**src/rtl/muxn_pkg.sv**
```systemverilog
// Shared definitions for the muxn_scan channel selector: FSM state encoding
// and the select-width helper.
package muxn_pkg;

  typedef enum logic [1:0] {
    S_IDLE   = 2'd0,
    S_MANUAL = 2'd1,
    S_SCAN   = 2'd2
  } state_t;

  // Bits needed to address n channels, never less than one.
  function automatic int clog2(input int n);
    int r;
    r = 0;
    while ((1 << r) < n) r++;
    return (r < 1) ? 1 : r;
  endfunction

endpackage

```
**src/rtl/scan_counter.sv**
```systemverilog
// Dwell counter and channel index for scan mode. The index walks 0..N-1 and
// advances once every DWELL cycles of run.
module scan_counter
  import muxn_pkg::*;
#(
  parameter int N     = 8,
  parameter int DWELL = 1,
  localparam int SELW = clog2(N)
) (
  input  logic            clk,
  input  logic            rst,
  input  logic            run,
  input  logic            restart,
  output logic [SELW-1:0] idx,
  output logic            last,
  output logic            wrap
);

  localparam logic [7:0]      DW_LAST  = 8'(DWELL - 1);
  localparam logic [SELW-1:0] IDX_LAST = SELW'(N - 1);

  logic [7:0] dwell;

  assign last = (dwell == DW_LAST);
  assign wrap = last && (idx == IDX_LAST);

  // Explicit compare-and-clear so non-power-of-two N never reaches codes >= N.
  always_ff @(posedge clk or posedge rst) begin
    if (rst) begin
      idx   <= '0;
      dwell <= '0;
    end else if (restart) begin
      idx   <= '0;
      dwell <= '0;
    end else if (run) begin
      if (last) begin
        dwell <= '0;
        idx   <= (idx == IDX_LAST) ? '0 : idx + 1'b1;
      end else begin
        dwell <= dwell + 8'd1;
      end
    end
  end

endmodule

```
**src/rtl/muxn_scan.sv**
```systemverilog
// Registered N-channel, W-bit multiplexer with manual select and automatic
// scan. Handshake: valid is high for exactly the cycles where y holds a legal,
// enabled sample; there is no ready, consumers simply sample when valid is set.
module muxn_scan
  import muxn_pkg::*;
#(
  parameter int N     = 8,
  parameter int W     = 1,
  parameter int DWELL = 1,
  localparam int SELW = clog2(N)
) (
  input  logic            clk,
  input  logic            rst,
  input  logic [N*W-1:0]  din,
  input  logic [SELW-1:0] sel,
  input  logic            mode,
  input  logic            en,
  output logic [W-1:0]    y,
  output logic [SELW-1:0] sel_out,
  output logic            valid,
  output logic            wrap,
  output logic            err,
  output logic [1:0]      state
);

  state_t          state_q, state_d;
  logic [W-1:0]    y_d;
  logic [SELW-1:0] sel_out_d;
  logic            valid_d, wrap_d, err_d;
  logic [SELW-1:0] idx;
  logic            cnt_last, cnt_wrap;
  logic            sel_ok;

  function automatic logic [W-1:0] pick(input logic [N*W-1:0] d,
                                        input logic [SELW-1:0] s);
    logic [W-1:0] r;
    r = '0;
    for (int k = 0; k < N; k++)
      if (int'(s) == k) r = d[k*W +: W];
    return r;
  endfunction

  // Manual mode clears the scan position, so only an en=0 pause resumes it.
  scan_counter #(.N(N), .DWELL(DWELL)) u_cnt (
    .clk     (clk),
    .rst     (rst),
    .run     (en & mode),
    .restart (en & ~mode),
    .idx     (idx),
    .last    (cnt_last),
    .wrap    (cnt_wrap)
  );

  assign sel_ok = int'(sel) < N;
  assign state  = state_q;

  always_comb begin
    state_d   = S_IDLE;
    y_d       = y;
    sel_out_d = sel_out;
    valid_d   = 1'b0;
    wrap_d    = 1'b0;
    err_d     = 1'b0;
    if (en) state_d = mode ? S_SCAN : S_MANUAL;
    case (state_d)
      S_MANUAL: begin
        sel_out_d = sel;
        if (sel_ok) begin
          y_d     = pick(din, sel);
          valid_d = 1'b1;
        end else begin
          y_d   = '0;
          err_d = 1'b1;
        end
      end
      S_SCAN: begin
        y_d       = pick(din, idx);
        sel_out_d = idx;
        valid_d   = 1'b1;
        wrap_d    = cnt_wrap & cnt_last;
      end
      default: ;
    endcase
  end

  always_ff @(posedge clk or posedge rst) begin
    if (rst) begin
      state_q <= S_IDLE;
      y       <= '0;
      sel_out <= '0;
      valid   <= 1'b0;
      wrap    <= 1'b0;
      err     <= 1'b0;
    end else begin
      state_q <= state_d;
      y       <= y_d;
      sel_out <= sel_out_d;
      valid   <= valid_d;
      wrap    <= wrap_d;
      err     <= err_d;
    end
  end

endmodule
```
**config.mk**
```make
export PLATFORM = sky130hd
export DESIGN_NAME = muxn_scan
export DESIGN_NICKNAME = d
export VERILOG_FILES = /design/src/rtl/muxn_pkg.sv /design/src/rtl/scan_counter.sv /design/src/rtl/muxn_scan.sv
export SDC_FILE = /design/constraint.sdc
export NUM_CORES = 1
export LEC_CHECK = 0
export ABC_AREA = 1
export CAP_MARGIN = 20
export CORE_MARGIN = 2
export CORE_UTILIZATION = 61
export DETAILED_ROUTE_END_ITERATION = 10
export DONT_BUFFER_PORTS = 1
export PLACE_DENSITY = 0.77
export SLEW_MARGIN = 20
export SYNTH_ARGS = -nofsm -noshare
export SYNTH_HDL_FRONTEND = slang
export SYNTH_SLANG_ARGS = --single-unit
export TNS_END_PERCENT = 20
```
**constraint.sdc**
```tcl
create_clock -name clk -period 1.55 [get_ports clk]
set_input_delay 0.31 -clock clk [delete_from_list [all_inputs] [get_ports clk]]
set_output_delay 0.31 -clock clk [all_outputs]
set_load 0.005 [all_outputs]
```
==> impl_metrics.py <==
metrics = {
    "synthesis": {
        "yosysTopAreaCell": "dfrtp_1",
        "synth_top_area_share_pct": 39.75,
        "synth.distinct_cells": 27,
        "syn_avg_cell_area_um2": 7.619,
        "ys_seq_area_share_pct": 39.75,
        "ys_warn_count": 0,
        "synth_cells": 157,
        "ys_ff_latch": 19,
        "synthesis.nets": 181,
        "synthTopCellsByArea": "dfrtp_1 (40%), nand2_1 (13%), ha_1 (9.4%)",
        "syn_area_um2": 1196,
    },
    "critical_path": {
        "cp_top_family": "adder cells",
        "required_ps": 1780,
        "slowest_delay_ps": 460,
        "critPathMaxFanout": 5,
        "arrival_ps": 1710,
        "crit_path_end_kind": "flop",
        "path_buf_inv": 0,
        "cpMostUsedCell": "ha_1",
        "path_cells": "ha_1 > ha_1 > or2_2 > o21ai_2",
        "path_class": "reg -> reg",
        "rr_startpoint": "u_cnt.idx[0]",
        "cp-startpoint": "u_cnt.idx[0]",
        "critical_path.startpoint_type": "flop",
        "crit_slowest_cell": "dfrtp_2",
    },
    "floorplan": {
        "die-area_um2": 2331,
        "num_rows": 16,
        "start_util_pct": 62.89,
        "core_area_um2": 1902,
        "ios": 24,
        "die_h_um": 48.28,
        "die_x_um": 48.28,
    },
    "route": {
        "wl_per_cell_um": 12.38,
        "wirelength_um": 2401,
        "vias": 1037,
        "drtIter0Drc": 34,
        "vias_per_cell": 5.345,
        "ant_nets": 0,
        "drcViolationCount": 0,
        "drt_pass1_iterations": 4,
    },
    "layout": {
        "syn_to_final_growth_pct": 10.04,
        "layout_commonest_cell": "nand2_1",
        "layout_common_cells": "nand2_1 (42), inv_1 (21), dfrtp_1 (18)",
        "fin_nets": 192,
        "final_cells": 194,
        "fill_cells": 159,
        "drive_gt1_share_pct": 17.37,
        "diodes": 0,
    },
    "cts": {
        "path_clk_slew_ps": 110,
        "htree_levels": 1,
        "cts_max_path_buffers": 2,
        "numClockSinks": 19,
        "cts_inserted_buffers": 3,
        "clock-root-buffer": "clkbuf_4",
        "cts_tree": "built",
        "insertion_delay_ps": 290,
    },
    "timing": {
        "rsz0062_at_grt": "false",
        "setup_viol": 0,
        "finalMaxSlewViolations": 0,
        "min_period_ps": 1477,
        "max_clock_freq_mhz": 677.2,
        "fin_setup_tns_ps": 0,
        "fin_crit_sh_pct": 95.27,
        "final_hold_viol_count": 0,
        "clock_skew_ps": 1.435,
    },
    "run_status": {
        "outcome": "finished clean",
    },
    "power_and_ir_drop": {
        "powerDensity_nw_per_um2": 1166,
        "power_w": 0.001535,
        "p_leak_nw": 0.6881,
        "ir_worst_vdd_mv": 0.7013,
    },
    "worst_hold_path": {
        "hold_path_class": "in -> reg",
        "min_from": "mode",
    },
    "placed_design": {
        "gp_congestion": 0.8344,
        "place_inst": 185,
        "port_buffers": 0,
        "hpwlAfterDp_um": 1824,
    },
    "grt": {
        "first_global_vias": 838,
        "grt_antenna_before_repair": 0,
        "gr-total-overflow": 0,
        "grt_first_pass_wirelength_um": 3519,
        "grt_max_degree": 12,
        "grt_usage_pct": 21.80,
    },
    "run": {
        "cap_violations": 0,
    },
}
-- repair_timing --
action                                  CTS  global route
hold buffers                              1             0
resized for setup                         0             4
endpoints found under the setup margin    0             9
hold endpoints to repair                  8             0
setup buffers                             0             4
-- cell usage after synthesis, drive strengths merged --
| master | count |
|---|---|
| nand2 | 45 |
| a31oi | 3 |
| nor2 | 17 |
| nand3 | 12 |
| dfrtp | 19 |
| or2 | 1 |
| ha | 9 |
| inv | 25 |
| o211ai | 1 |
| conb | 1 |
| xor2 | 3 |
| buf | 2 |
| o21ai | 8 |
| a21oi | 4 |
| nor3 | 4 |
| nand4 | 3 |
-- cell families (layout without fill, tap and decap cells) --
logic type                 after synthesis  after routing  synth area share [%]
and+or+nand+nor                         82             82                 31.07
xor gates and xnor gates                 3              3                 2.197
AOI/OAI and AO/OA                       16             16                 8.473
DFF                                     19             19                 39.75
buffers and inverters                   27             37                 8.787
other                                    1              1                0.3135
adders and majority gates                9              9                 9.414
-- final timing paths --
check                          endpoint  slack (ps)  cells after the start
setup / recovery           u_cnt.idx[2]          70                      4
hold reg to reg                       y         560                      2
min in group asynchronous    sel_out[0]         390                      2
max in group asynchronous  u_cnt.idx[0]         690                      3
hold / removal                 state[0]         100                      1
setup reg to reg           u_cnt.idx[2]          70                      4
-- worst register-to-register path, cell delays in order, from the launching register on --
cell	delay, ps
dfrtp_2	460
ha_1	240
ha_1	280
or2_2	300
o21ai_2	130
-- stage by stage --
stage | hold slack [ps] | setup WS (ps) | area, µm² | utilization [%]
CTS | 84.48 | 70.38 | 1277 | 67.17
global placement | 163.7 | 93.00 | 1241 | 65.26
global route | 78.56 | 0.8453 | 1316 | 69.21
floorplan | 261.1 | 129.8 | 1196 | -
detailed placement | 167.8 | 92.74 | 1241 | 65.26
finish | 96.33 | 73.33 | 1316 | 69.21
-- sequential cells by signal, summed over array words and instances (netlist names) --
name         count
u_cnt.dwell      8
u_cnt.idx        3
wrap             1
state            2
valid            1
y                1
sel_out          3
-- final cells by class --
| class | count | area (µm²) | area share (%) |
|---|---|---|---|
| multi-input combinational | 111 | 623.1 | 47.34 |
| sequential | 19 | 476.7 | 36.22 |
| inverter | 25 | 93.84 | 7.129 |
| timing repair buffer | 8 | 62.56 | 4.753 |
| tap | 27 | 33.78 | 2.567 |
| clock buffer | 4 | 26.28 | 1.996 |
-- power breakdown --
part	switching (W)	internal, W
Sequential	0.0000827	0.000576
Combinational	0.000361	0.000266
Clock	0.000150	0.000100
Total	0.000593	0.000942
-- layer usage --
metal  routed length [µm]  vias up  global-route usage (%)
met4                    0        0                   6.486
li1                     -      515                       -
met1                 1088      477                   33.18
met2                 1144       45                   31.32
met5                    0        -                       0
met3                  168        0                   4.074
No activity file was read; power rests on OpenSTA's default activity.
